===== src/rtl/clause_register_bank.sv =====
// ---------------------------------------------------------------------------
// clause_register_bank
//   Stores up to NUMBER_OF_CLAUSES clause coefficient vectors. Each slot is
//   written by index and has its own valid bit. On in_start_scan the valid
//   clauses are streamed in ascending index order over a valid/ready
//   handshake, one clause per cycle when the consumer is always ready.
//
//   Optional build macro: CLAUSE_REGISTER_BANK_CONTINUOUS_SCAN_EN
//     When defined, the handshake on the last clause wraps back to the lowest
//     valid slot. The scan then ends only on in_stop_scan, or when no valid
//     slot is left at wrap time.
//
// Ports
//   in_clk, in_reset_n          clock (rising edge), async active-low reset
//   in_write_enable/_index      write strobe and target slot (out-of-range
//   in_clause_coefficients      indices are ignored), data to store
//   in_clear                    invalidate every slot (IDLE only)
//   in_start_scan/in_stop_scan  begin (IDLE only) / abort a scan
//   in_out_ready                downstream accepts the presented clause
//   out_clause_coefficients     presented clause data
//   out_clause_index            presented clause index
//   out_valid, out_last         presented clause valid / highest valid index
//   out_busy, out_scan_done     scan in progress / one-cycle end-of-scan pulse
//   out_valid_count             number of valid slots
// ---------------------------------------------------------------------------
module clause_register_bank #(
  parameter int BIT_WIDTH_OF_INTEGER_VARIABLE = 8,
  parameter int NUMBER_OF_INTEGER_VARIABLES   = 4,
  parameter int NUMBER_OF_CLAUSES             = 8,
  parameter int CLAUSE_INDEX_WIDTH            = 3,
  localparam int CW = BIT_WIDTH_OF_INTEGER_VARIABLE * NUMBER_OF_INTEGER_VARIABLES
) (
  input  logic                          in_clk,
  input  logic                          in_reset_n,
  input  logic                          in_write_enable,
  input  logic [CLAUSE_INDEX_WIDTH-1:0] in_write_index,
  input  logic [CW-1:0]                 in_clause_coefficients,
  input  logic                          in_clear,
  input  logic                          in_start_scan,
  input  logic                          in_stop_scan,
  input  logic                          in_out_ready,
  output logic [CW-1:0]                 out_clause_coefficients,
  output logic [CLAUSE_INDEX_WIDTH-1:0] out_clause_index,
  output logic                          out_valid,
  output logic                          out_last,
  output logic                          out_busy,
  output logic                          out_scan_done,
  output logic [CLAUSE_INDEX_WIDTH:0]   out_valid_count
);
  localparam int N  = NUMBER_OF_CLAUSES;
  localparam int IW = CLAUSE_INDEX_WIDTH;

  typedef enum logic {S_IDLE, S_SCAN} state_t;

  // Result of searching the valid vector from a lower bound upwards.
  typedef struct packed {
    logic          found;
    logic [IW-1:0] idx;
    logic          last;   // no further valid slot above idx
  } find_t;

  function automatic find_t find_from(input logic [N-1:0] v, input int lo);
    find_t r;
    r      = '0;
    r.last = 1'b1;
    for (int i = 0; i < N; i++) begin
      if (v[i] && i >= lo) begin
        if (!r.found) begin
          r.found = 1'b1;
          r.idx   = IW'(i);
        end else begin
          r.last  = 1'b0;
        end
      end
    end
    return r;
  endfunction

  state_t                r_state;
  logic [N-1:0][CW-1:0]  r_mem;
  logic [N-1:0]          r_vld;
  logic [CW-1:0]         r_out_data;
  logic [IW-1:0]         r_out_idx;
  logic                  r_out_valid;
  logic                  r_out_last;
  logic                  r_busy;
  logic                  r_done;
  logic [IW:0]           r_count;

  logic                  w_clr;
  logic                  w_wr_hit;
  logic [N-1:0]          w_sel;
  logic [N-1:0]          w_vld_nxt;
  logic [N-1:0][CW-1:0]  w_mem_nxt;
  logic [IW:0]           w_count_nxt;
  find_t                 w_first;
  find_t                 w_next;
  find_t                 w_ld;
  logic [CW-1:0]         w_ld_data;

  // Clear only acts in IDLE and then also swallows a coincident write.
  assign w_clr    = in_clear && (r_state == S_IDLE);
  assign w_wr_hit = in_write_enable && !w_clr &&
                    ({1'b0, in_write_index} < (IW+1)'(N));

  // Per-slot storage. Searches and loads look at the post-write view so a
  // write landing on the same edge as a load is already visible.
  for (genvar g = 0; g < N; g++) begin : g_slot
    assign w_sel[g]     = w_wr_hit && (in_write_index == IW'(g));
    assign w_vld_nxt[g] = w_clr ? 1'b0 : (r_vld[g] | w_sel[g]);
    assign w_mem_nxt[g] = w_sel[g] ? in_clause_coefficients : r_mem[g];

    always_ff @(posedge in_clk or negedge in_reset_n) begin
      if (!in_reset_n) begin
        r_mem[g] <= '0;
        r_vld[g] <= 1'b0;
      end else begin
        r_mem[g] <= w_mem_nxt[g];
        r_vld[g] <= w_vld_nxt[g];
      end
    end
  end

  always_comb begin
    w_count_nxt = '0;
    for (int i = 0; i < N; i++) w_count_nxt = w_count_nxt + (IW+1)'(w_vld_nxt[i]);
  end

  assign w_first = find_from(w_vld_nxt, 0);
  assign w_next  = find_from(w_vld_nxt, int'(r_out_idx) + 1);

  // Next clause to load: advance after a non-last clause, otherwise start
  // (or wrap) at the lowest valid slot.
  always_comb begin
    w_ld = w_first;
    if (r_state == S_SCAN && !r_out_last) w_ld = w_next;
  end

  always_comb begin
    w_ld_data = '0;
    for (int i = 0; i < N; i++)
      if (w_ld.idx == IW'(i)) w_ld_data = w_mem_nxt[i];
  end

  always_ff @(posedge in_clk or negedge in_reset_n) begin
    if (!in_reset_n) begin
      r_state     <= S_IDLE;
      r_out_data  <= '0;
      r_out_idx   <= '0;
      r_out_valid <= 1'b0;
      r_out_last  <= 1'b0;
      r_busy      <= 1'b0;
      r_done      <= 1'b0;
      r_count     <= '0;
    end else begin
      r_count <= w_count_nxt;
      r_done  <= 1'b0;
      case (r_state)
        S_IDLE: begin
          if (in_start_scan) begin
            if (w_first.found) begin
              r_state     <= S_SCAN;
              r_out_valid <= 1'b1;
              r_busy      <= 1'b1;
              r_out_idx   <= w_ld.idx;
              r_out_last  <= w_ld.last;
              r_out_data  <= w_ld_data;
            end else begin
              r_done <= 1'b1;
            end
          end
        end
        S_SCAN: begin
          if (in_stop_scan) begin
            r_state     <= S_IDLE;
            r_out_valid <= 1'b0;
            r_busy      <= 1'b0;
            r_done      <= 1'b1;
          end else if (r_out_valid && in_out_ready) begin
`ifdef CLAUSE_REGISTER_BANK_CONTINUOUS_SCAN_EN
            if (w_ld.found) begin
`else
            if (!r_out_last && w_ld.found) begin
`endif
              r_out_idx  <= w_ld.idx;
              r_out_last <= w_ld.last;
              r_out_data <= w_ld_data;
            end else begin
              r_state     <= S_IDLE;
              r_out_valid <= 1'b0;
              r_busy      <= 1'b0;
              r_done      <= 1'b1;
            end
          end
        end
        default: r_state <= S_IDLE;
      endcase
    end
  end

  assign out_clause_coefficients = r_out_data;
  assign out_clause_index        = r_out_idx;
  assign out_valid               = r_out_valid;
  assign out_last                = r_out_last;
  assign out_busy                = r_busy;
  assign out_scan_done           = r_done;
  assign out_valid_count         = r_count;

endmodule


===== config.mk =====
export PLATFORM = sky130hd
export DESIGN_NAME = clause_register_bank
export DESIGN_NICKNAME = d
export VERILOG_FILES = /design/src/rtl/clause_register_bank.sv
export SDC_FILE = /design/constraint.sdc
export NUM_CORES = 1
export LEC_CHECK = 0
export ABC_CLOCK_PERIOD_IN_PS = 4500
export CAP_MARGIN = 20
export CORE_ASPECT_RATIO = 1.25
export CORE_MARGIN = 10
export CORE_UTILIZATION = 47
export DETAILED_ROUTE_END_ITERATION = 10
export PLACE_DENSITY = 0.73
export SETUP_SLACK_MARGIN = 0.3
export SYNTH_ARGS = -nofsm -noshare
export SYNTH_HDL_FRONTEND = slang
export SYNTH_SLANG_ARGS = --single-unit

===== constraint.sdc =====
create_clock -name in_clk -period 4.5 [get_ports in_clk]
set_input_delay 0.9 -clock in_clk [delete_from_list [all_inputs] [get_ports in_clk]]
set_output_delay 0.9 -clock in_clk [all_outputs]
set_load 0.05 [all_outputs]

==> key figures <==
Layout
  • Final nets: 1444
  • Share of cells above drive strength 1: 28.7%
  • Design area: 17200 um^2
  • Area Growth Syn to Fin: 18.9%
  • Inserted Diodes: 0

Routing
  • Final wirelength: 38000 um
  • 1st-iter DRT viols: 774
  • Antenna-violating nets left: 0
  • Vias/cell: 5.88
  • # DRC: 0
  • Via Count: 10600
  • Average wire per standard cell: 21.0 um
  • DR pass1 iterations: 5

Logic synthesis
  • Synth Area in XOR/XNOR: 0.121%
  • Mux cell area share after synthesis: 17.2%
  • Sequential share of the synthesized area: 53.0%
  • Mean Syn Cell Area: 11.3 um^2
  • YS warnings: 0
  • Async set-reset flop share out of synthesis: 100%
  • Distinct cell type count after synthesis: 69
  • Compound-Gate Fraction of Synth Area: 11.2%
  • Cell count after synthesis: 1281
  • Simple-gate share of the synthesized area: 13.6%
  • Synthesized area: 14500 um^2
  • Synth Register Bits: 307
  • Post-synth EDFFs: 0
  • Largest family of logic cells by synthesized area: multiplexers
  • Synth Flop Type: dfrtp_1
  • Syn_nets: 1337
  • Adder-Cell Fraction of Synth Area: 1.55%

Pwr
  • Switching power: 5.03 mW
  • Net Sw Frac: 38.1%
  • Pint: 8.16 mW
  • Peak VDD IR: 0.488 mV
  • Sequential share of power: 31.6%
  • Clock power share: 17.9%
  • LEAKAGE: 7.68 nW
  • Power per cell area: 765 nW/um^2
  • Combinational power share: 50.4%

Clocking
  • H-tree lvl count: 1
  • Clock buffer count from CTS: 29
  • Hold_buf cts: 0
  • Setup bufs post-CTS: 0
  • Worst-skew pair later-pin latency: 0.55 ns
  • Max Buffers Root-to-Sink: 3
  • CTS root buffer: clkbuf_16
  • CTS tree: yes
  • Worst-path clk slew: 0.06 ns
  • Clock sinks: 307

GRT
  • First-pass GRT wire length: 61600 um
  • Antenna violations before repair: 0
  • Vias in the first global route: 11300
  • Gr ovfl total: 0
  • Largest net degree at the start of global routing: 84
  • GRT Util Overall: 19.8%

Timing
  • Tcrit/Tclk final: 90.0%
  • Finish-stage setup viols: 0
  • Tightest Pin Transition: 0.681 ns
  • Hold Violations, Final: 0
  • Period minus WS final: 4.05 ns
  • Clk_skew: 0.00773 ns
  • Hold_ws: 0.339 ns
  • Slew HR: 54.2%
  • RSZ-0062 raised after global routing: no
  • Fmax: 247 MHz
  • Fin. max-slew vios: 0

Hold path
  • Worst min path class: primary input to asynchronous set/reset pin

Placement
  • GP Congestion: 0.886
  • Placed cell area: 16300 um^2
  • Port bufs: 84
  • DP HPWL: 23900 um

Setup path
  • Crit-path max FO: 3
  • Worst Path Arrival: 4.49 ns
  • Crit Path Class: primary input to flop
  • Worst path required time: 4.94 ns
  • Nature of the critical path startpoint: primary input
  • CP Capture Type: flop

Floorplanning
  • Row count: 71
  • Chip Width: 177 um
  • Initial Utilization: 47.9%
  • Die area: 38300 um^2
  • Io pins: 85
  • Core Area: 30300 um^2
  • Chip height: 216 um

Flow run
  • Max-cap violations: 0

Outcome
  • Status: finished clean
path summary, 6_finish.rpt:
kind,from,end,slack (ns),depth (start not counted)
hold reg to reg,r_mem[114],r_mem[114],0.47,2
setup reg to reg,out_clause_index[0],out_clause_coefficients[18],0.74,13
max in group asynchronous,in_reset_n,r_mem[203],3.14,2
min in group in_clk,r_mem[114],r_mem[114],0.47,2
setup / recovery,in_write_enable,out_valid_count[2],0.45,12
hold / removal,in_reset_n,out_clause_coefficients[30],0.34,1
cell usage in the layout (no fill, tap or decap), types with 33 or more instances in the layout:
cell type        instances
nor2_1                  57
nand2_1                210
dfrtp_1                307
buf_4                   68
mux2i_1                 33
mux2_2                 192
nor3_1                  60
clkdlybuf4s50_1         82
o21ai_0                 41
o221a_2                 56
cell families after synthesis:
group / count (synthesis)
buffers and inverters: 109
AND/OR/NAND/NOR: 425
XOR/XNOR: 2
flip-flops: 307
adder cells (fa/ha/maj): 16
AO/OA/AOI/OAI: 197
multiplexers: 225
registers in the layout, summed over array words and instances, names as in the netlist:
name,flops
r_mem,256
out_clause_coefficients,32
r_vld,8
out_valid_count,4
out_clause_index,3
out_busy,1
out_last,1
out_scan_done,1
r_state,1
worst max-delay path, cell delays in order:
cell	delay, ns
clkdlybuf4s50_1	0.49
or3b_4	0.43
nor3_4	0.27
o21ai_4	0.09
fa_1	0.48
fa_1	0.49
inv_1	0.05
fa_1	0.50
ha_1	0.17
inv_1	0.06
fa_1	0.42
xnor2_1	0.13
Yosys cell counts, drive strengths merged, types with 2 or more instances:
cell	number	share of area [%]
o21a	4	0.21
inv	17	0.44
a211oi	3	0.19
fa	4	0.55
nor4	31	1.4
nor2	57	1.5
nor3	64	2.4
o22a	28	1.7
dfrtp	307	53
o211ai	5	0.26
and2	5	0.22
mux2	192	15
xnor2	2	0.12
nand2	212	5.5
a31oi	11	0.47
buf	48	1.8
clkbuf	44	1.1
or4	3	0.16
nand3	18	0.69
nor2b	4	0.17
maj3	2	0.14
o2111ai	3	0.27
o21ai	46	1.6
o221a	56	4.4
a21o	5	0.26
o211a	2	0.14
ha	10	0.86
and4	2	0.14
or2	2	0.086
nand4b	2	0.12
or3	2	0.086
and3b	2	0.12
nand2b	7	0.30
or3b	3	0.18
mux2i	33	2.3
nand3b	2	0.10
a22o	2	0.12
a21oi	13	0.45
a21boi	4	0.21
nand4	2	0.086
and3	5	0.22
o31ai	3	0.16
o31a	2	0.12
repair_timing:
action / CTS / global route
cloned: 0 / 0
setup endpoints to repair: 1 / 24
pin swaps: 0 / 0
resized for setup: 1 / 2
endpoints found under the hold margin: 0 / 0
power by group through the flow:
stage	Sequential [mW]	Clock (mW)	Combinational, mW
global placement	4.17	0	6.50
global route	4.27	2.52	7.18
CTS	4.18	2.41	6.66
detailed placement	4.22	0	6.60
floorplan	4.73	0	3.88
finish	4.17	2.37	6.65
per-layer routing:
metal / wire (um) / GRT usage, % / vias to the layer above
li1: - / - / 4817
met1: 16300 / 25.3 / 5429
met2: 18800 / 33.4 / 303
met3: 1870 / 2.64 / 69
met4: 1090 / 7.30 / 0
met5: 0 / 0 / -
layout make-up:
| cell class | count | area [um^2] |
|---|---|---|
| clock buffer | 44 | 852 |
| clock inverter | 5 | 56.3 |
| fill | 2483 | 13100 |
| inverter | 17 | 63.8 |
| multi-input combinational | 865 | 6400 |
| sequential | 307 | 7680 |
| tap | 401 | 502 |
| timing repair buffer | 168 | 1670 |
metrics by stage:
stage                     worst slack [ns]  cells  setup TNS (ns)  power (mW)  util, %
after global placement              -0.194   1758           -5.29        10.7     53.9
after floorplan                     0.0922   1281               0        8.61        -
after CTS                            0.328   1807               0        13.2     56.9
after global routing                 0.317   1807               0        14.0     56.9
final                                0.449   1807               0        13.2     56.9
after detailed placement            -0.248   1758           -7.00        10.8     53.9
(Power assumes the default switching activity.)
